File: config.mk
export PLATFORM = sky130hd
export DESIGN_NAME = csa_accumulator
export DESIGN_NICKNAME = d
export VERILOG_FILES = /design/src/rtl/csa_accumulator.sv
export SDC_FILE = /design/constraint.sdc
export NUM_CORES = 2
export LEC_CHECK = 0
export BUFFER_PORTS_ARGS = -buffer_cell sky130_fd_sc_hd__buf_2
export CAP_MARGIN = 20
export CORE_MARGIN = 1
export CORE_UTILIZATION = 44
export DETAILED_ROUTE_END_ITERATION = 6
export GPL_TIMING_DRIVEN = 0
export PLACE_DENSITY = 0.75
export SLEW_MARGIN = 20
export SYNTH_ARGS = -nofsm -noshare
export SYNTH_HDL_FRONTEND = slang
export SYNTH_SLANG_ARGS = --single-unit
File: constraint.sdc
create_clock -name clk_i -period 7 [get_ports clk_i]
set_input_delay 0 -clock clk_i [delete_from_list [all_inputs] [get_ports clk_i]]
set_output_delay 0 -clock clk_i [all_outputs]
set_load 0.02 [all_outputs]
File: src/rtl/csa_accumulator.sv
// csa_accumulator: accumulates a stream of LEN-bit operands in redundant
// (partial-sum, carry) form with one 3:2 compression per accepted operand.
// On the closing operand it resolves ps + (cs << 1) with a CHUNK-bit-wide
// carry-propagate adder, one slice per cycle. The binary sum (mod 2^LEN)
// is then presented on a valid/ready output.
//
// Handshakes (valid/ready):
//   - A transfer happens on a rising edge where valid and ready are both high.
//   - Neither side may make ready depend combinationally on valid.
//   - A producer holding valid keeps its payload stable until the transfer.
//   - Here ready/valid outputs decode from the FSM state only.
module csa_accumulator #(
  parameter int LEN   = 256,
  parameter int CHUNK = 64
) (
  input  logic           clk_i,
  input  logic           rst_n_i,
  input  logic [LEN-1:0] op_i,
  input  logic           op_valid_i,
  input  logic           op_last_i,
  output logic           op_ready_o,
  output logic [LEN-1:0] sum_o,
  output logic           sum_valid_o,
  input  logic           sum_ready_i,
  output logic           busy_o
);

  localparam int NCHUNK = LEN / CHUNK;
  localparam int KW     = (NCHUNK > 1) ? $clog2(NCHUNK) : 1;
  localparam logic [KW-1:0] K_LAST = KW'(NCHUNK - 1);

  // Slices must tile the word exactly, otherwise the resolve walk would
  // leave the top bits unwritten.
  generate
    if ((LEN % CHUNK) != 0 || CHUNK < 1) begin : g_bad_chunk
      $error("csa_accumulator: LEN must be a non-zero multiple of CHUNK");
    end
  endgenerate

  // FSM state. Kept as a named enum so checkers can bind to state_q.
  typedef enum logic [1:0] {
    S_IDLE    = 2'd0,
    S_ACC     = 2'd1,
    S_RESOLVE = 2'd2,
    S_OUT     = 2'd3
  } state_e;

  state_e state_q, state_d;

  // Datapath registers and their next-state values.
  logic [LEN-1:0] ps_q, ps_d;
  logic [LEN-1:0] cs_q, cs_d;
  logic [LEN-1:0] sum_q, sum_d;
  logic [KW-1:0]  k_q, k_d;
  logic           carry_q, carry_d;

  // Carry vector aligned to its weight. The carry out of bit LEN-1 falls off
  // here, which is what makes the accumulation wrap mod 2^LEN.
  logic [LEN-1:0] c_vec;
  assign c_vec = {cs_q[LEN-2:0], 1'b0};

  // Operand handshake: ready is only ever high in ACC.
  logic op_hs;
  assign op_hs = op_valid_i & (state_q == S_ACC);

  // Current CPA slice: ps slice + shifted-carry slice + ripple carry.
  logic [CHUNK-1:0] ps_slice;
  logic [CHUNK-1:0] c_slice;
  logic [CHUNK:0]   cpa;
  assign ps_slice = ps_q[k_q*CHUNK +: CHUNK];
  assign c_slice  = c_vec[k_q*CHUNK +: CHUNK];
  assign cpa      = {1'b0, ps_slice} + {1'b0, c_slice} + {{CHUNK{1'b0}}, carry_q};

  // State register; reset returns to IDLE from any state.
  always_ff @(posedge clk_i) begin
    if (!rst_n_i) begin
      state_q <= S_IDLE;
    end else begin
      state_q <= state_d;
    end
  end

  // Next-state logic.
  always_comb begin
    state_d = state_q;
    case (state_q)
      S_IDLE:    state_d = S_ACC;
      S_ACC:     if (op_hs && op_last_i) state_d = S_RESOLVE;
      S_RESOLVE: if (k_q == K_LAST) state_d = S_OUT;
      S_OUT:     if (sum_ready_i) state_d = S_ACC;
      default:   state_d = S_IDLE;
    endcase
  end

  // Output decode; depends on state only.
  always_comb begin
    op_ready_o  = 1'b0;
    sum_valid_o = 1'b0;
    busy_o      = 1'b0;
    case (state_q)
      S_ACC:     op_ready_o = 1'b1;
      S_RESOLVE: busy_o     = 1'b1;
      S_OUT: begin
        sum_valid_o = 1'b1;
        busy_o      = 1'b1;
      end
      default: ;
    endcase
  end

  assign sum_o = sum_q;

  // Datapath next-state: 3:2 compression in ACC, slice-wise CPA in RESOLVE,
  // clear of the redundant pair when the sum is taken in OUT.
  always_comb begin
    ps_d    = ps_q;
    cs_d    = cs_q;
    sum_d   = sum_q;
    k_d     = k_q;
    carry_d = carry_q;
    case (state_q)
      S_ACC: begin
        if (op_hs) begin
          ps_d = op_i ^ ps_q ^ c_vec;
          cs_d = (op_i & ps_q) | (op_i & c_vec) | (ps_q & c_vec);
          if (op_last_i) begin
            k_d     = '0;
            carry_d = 1'b0;
          end
        end
      end
      S_RESOLVE: begin
        sum_d[k_q*CHUNK +: CHUNK] = cpa[CHUNK-1:0];
        // The carry out of the top slice is simply never consumed.
        carry_d = cpa[CHUNK];
        k_d     = (k_q == K_LAST) ? '0 : k_q + KW'(1);
      end
      S_OUT: begin
        if (sum_ready_i) begin
          ps_d = '0;
          cs_d = '0;
        end
      end
      default: ;
    endcase
  end

  // Datapath registers; reset discards any accumulation in flight.
  always_ff @(posedge clk_i) begin
    if (!rst_n_i) begin
      ps_q    <= '0;
      cs_q    <= '0;
      sum_q   <= '0;
      k_q     <= '0;
      carry_q <= 1'b0;
    end else begin
      ps_q    <= ps_d;
      cs_q    <= cs_d;
      sum_q   <= sum_d;
      k_q     <= k_d;
      carry_q <= carry_d;
    end
  end

endmodule

Yosys cells after proc, flatten, opt, wreduce, memory -nomap -nowiden --
Cells that the tools add are included.
Word-level totals: flip-flop bits (word level) 772, output and inout bits 259
Operators by class: bitwise operators 8, mux-type cells 20, reduce and logical (&&, ||, !) cells 8, shifts and indexed selects 4, $add $sub $neg 4, equality and inequality tests 9
Operators with widths (number):
- 255-bit AND | 3
- 256-bit 2-to-1 mux | 2
- 256-bit case mux with 2 select lines | 1
- 256-bit by 9-bit indexed part select with 64-bit output | 2
- 256-bit XOR | 2
- 255-bit OR | 2
- 255-bit case mux with 2 select lines | 1
- 256-bit bitwise mux | 1
- 64-bit by 34-bit variable shift with 256-bit output, first input constant | 1
- 64-bit by 34-bit indexed part select with 256-bit output | 1
- 255-bit 2-to-1 mux | 1
- 64-bit by 64-bit adder with 65-bit output | 1
- 65-bit by 1-bit adder with 65-bit output | 1
- 8-bit negator with 34-bit output | 1
- 2-bit 2-to-1 mux | 6
- 3-bit AND reduction | 3
- 2-bit != test, second input constant | 4
- 2-bit case mux with 4 select lines | 1
- 2-bit == test, second input constant | 3
- 1-bit 2-to-1 mux | 5
- 2-bit case mux with 2 select lines | 1
- 2-bit nonzero test | 2
- 2-bit by 1-bit adder with 2-bit output, second input constant | 1
- 2-bit by 1-bit == test with 1-bit output, second input constant | 1
- 6 further kinds | 6

Depth between registers and ports, before layout --
depth in word-level cells 5, mapped depth 16, gate-level depth less buffers 14

Worst setup path after synthesis --
No wires, ideal clock.
path kind flip-flop to flip-flop, start register k_q[0], end register sum_q[112], in the netlist sum_o[112], setup time 117 ps, arrival 4978 ps, clock period less this slack 5095 ps, stages on the path, launching flop included 16, buffers on the path 3, slack 1905 ps, required time 6883 ps, cells stage by stage dfxtp_1 clkbuf_1 clkbuf_1 buf_1 mux4_2 fa_1 fa_1 a21o_1 a221o_1 a22oi_2 a311oi_1 nor2_2 o31ai_2 or4_1 and4_1 a22o_1
Between the ends: word-level cells in the longest chain between the ends 5, elaborated cells on any way between the ends 8, classes of those cells add/sub: 3; shift: 4; mux: 1
Ends and longest elaborated chain:
- start, declared | RTL line 54 | logic [KW-1:0] k_q, k_d;
- start signal, assigned | RTL line 160 | k_q <= k_d;
- 256-bit by 9-bit indexed part select with 64-bit output, on equally long branches | RTL line 70, 71
- 64-bit by 64-bit adder with 65-bit output | RTL line 72 | assign cpa = {1'b0, ps_slice} + {1'b0, c_slice} + {{CHUNK{1'b0}}, carry_q};
- 65-bit by 1-bit adder with 65-bit output | RTL line 72
- 64-bit by 34-bit indexed part select with 256-bit output | RTL line 133 | sum_d[k_q*CHUNK +: CHUNK] = cpa[CHUNK-1:0];
- 256-bit bitwise mux (*) | RTL line 133
- end signal, assigned | RTL line 159 | sum_q <= sum_d;
- end, declared | RTL line 53 | logic [LEN-1:0] sum_q, sum_d;
Every way passes the cells marked *; elsewhere a longest branch is shown, timed or not. A chain may end at the register's enable or synchronous reset.

Final worst setup path --
start register k_q[0], end register sum_q[40], in the netlist sum_o[40]
Same word-level chain as after synthesis.

==> impl_metrics.env <==
export IMPL_start_util_pct=44.4
export IMPL_nNetsFinal=5084
export IMPL_ys_types=75
export IMPL_p_per_area_nw_per_um2=262
export IMPL_synth_fa_ha_area_share_pct=15.4
export IMPL_cp_cell_sequence="clkbuf_1, buf_2, buf_2, mux4_2, fa_1, fa_1, a21o_1, a221o_1, a22oi_2, a311oi_1, nor2_2, o31ai_2, a221oi_1, xor2_2, o21ai_0"
export IMPL_hp_class="input port to flip-flop"
export IMPL_io_buffers=519
export IMPL_final_area_um2=48700
export IMPL_crit_slowest_cell="mux4_2"
export IMPL_synthesis_nets=4221
export IMPL_muxShareOfSynthArea_pct=7.54
export IMPL_synthArstFlopShare_pct=0
export IMPL_insertion_delay_ps=630
export IMPL_layout_common_cells="dfxtp_1 (772), a22oi_1 (578), nor2b_1 (577)"
export IMPL_area_growth_pct=24.0
export IMPL_path_class="flip-flop to flip-flop"
export IMPL_holdCritStartpoint="op_i[230]"
export IMPL_die_y_um=301
export IMPL_synthCells=3630
export IMPL_cp_startpoint="k_q[0]"
export IMPL_grt_pass1_vias=33900
export IMPL_start_kind="flip-flop"
export IMPL_cp_slowest_stage_delay_ps=610
export IMPL_track_usage_pct=31.6
export IMPL_cts_sinks=772
export IMPL_final_setup_tns_ps=0
export IMPL_slew_violations=0
export IMPL_finalCriticalPeriod_ps=6810
export IMPL_yosysWarningCount=0
export IMPL_fin_skew_ps=24.7
export IMPL_root_buffer="clkbuf_16"
export IMPL_dieWidth_um=301
export IMPL_grt_antenna_before_repair=8
export IMPL_grt_max_degree=16
export IMPL_r2r_start="k_q[0]"
export IMPL_synth_compound_area_share_pct=18.7
export IMPL_setup_slack_ps=194
export IMPL_setup_viol=0
export IMPL_clkTransAtPathRegs_ps=60
export IMPL_crit_family="compound AO/OA/AOI/OAI gates"
export IMPL_nFillCells=7565
export IMPL_multiInputGateArea_um2=22600
export IMPL_synth_seq_cells=772
export IMPL_synth_edf_count=0
export IMPL_cts_tree="yes"
export IMPL_synth_top_family_by_area="compound AO/OA/AOI/OAI gates"
export IMPL_max_freq_ghz=0.147
export IMPL_layout_commonest_cell="dfxtp_1"
export IMPL_row_count=109
export IMPL_drt_total_wl_um=146000
export IMPL_placed_cell_area_um2=43300
export IMPL_leakagePower_nw=19.0
export IMPL_outcome="finished, final reports clean"
export IMPL_slew_headroom_pct=18.2
export IMPL_drive_gt1_share_pct=18.4
export IMPL_ant_nets=0
export IMPL_routabilityCongestion=0.972
export IMPL_pin_count=520
export IMPL_ir_worst_vdd_v=0.000226
export IMPL_core_area_um2=88400
export IMPL_synthFlopType="dfxtp_1"
export IMPL_finalCritPeriodShare_pct=97.2
export IMPL_cts_made_buffers=81
export IMPL_pre_cts_ws_ps=156
export IMPL_drt_iter0_markers=3258
export IMPL_hold_viol_final=0
export IMPL_crit_fanout=10
export IMPL_drtPass1Iterations=7
export IMPL_avgRoutedWirePerCell_um=25.5
export IMPL_routed_via_count=34300
export IMPL_yosysSeqAreaShare_pct=39.4
export IMPL_cp_required_ps=7470
export IMPL_crit_buf_inv=3
export IMPL_grt_pass1_wl_um=213000
export IMPL_cts_setup_buffers=0
export IMPL_synth_xor_area_share_pct=1.22
export IMPL_cts_buffer_depth=3
export IMPL_cp_end_kind="flip-flop"
export IMPL_worst_slew_pin_slew_ps=1220
export IMPL_crit_arrival_ps=7280
export IMPL_globalRouteOverflowTotal=0
export IMPL_drt_vias_per_instance=5.99
export IMPL_seqCellArea_um2=15500
export IMPL_synth_area_um2=39200
export IMPL_die_area_um2=90400
export IMPL_dp_hpwl_um=112000
export IMPL_htreeDepth=3
export IMPL_synth_simple_area_share_pct=14.5
export IMPL_drc=0
export IMPL_worst_hold_slack_ps=369
export IMPL_synth_area_per_cell_um2=10.8
export IMPL_cap_violations=0
==> sequential cells by signal, summed over array words and instances (netlist names) <==
register and flops:
state_q 2, ps_q 256, sum_o 256, carry_q 1
k_q 2, cs_q 255
==> worst paths after layout <==
path	endpoint	slack [ps]	cells after the start
max	sum_o[40]	190	15
min	ps_q[230]	370	5
max reg2reg	sum_o[40]	190	15
min reg2reg	sum_o[108]	450	2
==> worst register-to-register path, cell delays in order, from the launching register on <==
cell and delay (ps):
dfxtp_1 380, clkbuf_1 510, buf_2 580, buf_2 560, mux4_2 620, fa_1 470, fa_1 480, a21o_1 190
a221o_1 440, a22oi_2 340, a311oi_1 270, nor2_2 470, o31ai_2 250, a221oi_1 520, xor2_2 430, o21ai_0 160
==> area by class of cell <==
cell class	count	share of cell area, %
Sequential cell	772	31.8
Inverter	23	0.177
Multi-Input combinational cell	2531	46.4
Clock inverter	24	0.584
Buffer	304	2.42
Antenna cell	8	0.0411
Timing Repair Buffer	780	10.7
Clock buffer	118	4.97
Tap cell	1165	3.00
==> where the power goes <==
| part | internal [mW] | switching [mW] |
|---|---|---|
| Combinational | 1.13 | 2.18 |
| Clock | 2.58 | 1.89 |
| Sequential | 4.66 | 0.313 |
==> per-layer routing <==
metal,GRT usage [%],vias up,share of wire (%)
met5,0,-,0.015
met4,18.2,4,6.1
met3,5.62,438,8.5
met2,50.1,1857,46
met1,40.6,17100,40
li1,-,14900,-
==> metrics by stage <==
| stage | instances | util, % | total power [mW] |
|---|---|---|---|
| 6_report | 5725 | 55.1 | 12.8 |
| 4_1_cts | 5717 | 55.0 | 12.7 |
| 3_3_place_gp | 5314 | 49.0 | 8.03 |
| 5_1_grt | 5722 | 55.1 | 13.2 |
| 3_5_place_dp | 5315 | 49.0 | 8.14 |
| 2_1_floorplan | 3630 | - | 6.91 |
==> cell usage after synthesis (7+ instances only) <==
| cell | number | area (um2) |
|---|---|---|
| buf_1 | 15 | 56.3 |
| a31oi_1 | 13 | 81.3 |
| nor3_1 | 22 | 110 |
| mux2i_1 | 10 | 100 |
| and3_1 | 17 | 106 |
| xnor2_1 | 27 | 236 |
| nand3_1 | 24 | 120 |
| buf_2 | 13 | 65.1 |
| o21bai_1 | 13 | 97.6 |
| clkbuf_1 | 272 | 1020 |
| dfxtp_1 | 772 | 15500 |
| a21oi_1 | 74 | 370 |
| a22oi_1 | 578 | 4340 |
| and2_1 | 79 | 494 |
| nand4_1 | 26 | 163 |
| a21o_1 | 36 | 270 |
| mux4_2 | 127 | 2860 |
| o21ai_0 | 125 | 626 |
| nand2_1 | 166 | 623 |
| nor2_1 | 48 | 180 |
| a221oi_1 | 8 | 70.1 |
| ha_1 | 74 | 926 |
| inv_1 | 23 | 86.3 |
| nor2b_1 | 577 | 3610 |
| fa_1 | 256 | 5120 |
| xor2_1 | 26 | 228 |
| a22o_1 | 96 | 841 |
| nand2b_1 | 7 | 43.8 |
==> timing repair <==
item | in CTS | in global routing
resized for setup | 0 | 3
setup endpoints to repair | 0 | 12
hold endpoints to repair | 517 | 0
hold buffers | 260 | 0
==> cells by family after synthesis <==
kind of cell | after synthesis
buffers and inverters | 327
multiplexers | 137
AND/OR/NAND/NOR | 999
flip-flops | 772
XOR/XNOR | 54
adder cells (fa/ha/maj) | 330
AO/OA/AOI/OAI | 1011
Note: power is estimated with default switching activity, not from simulation.
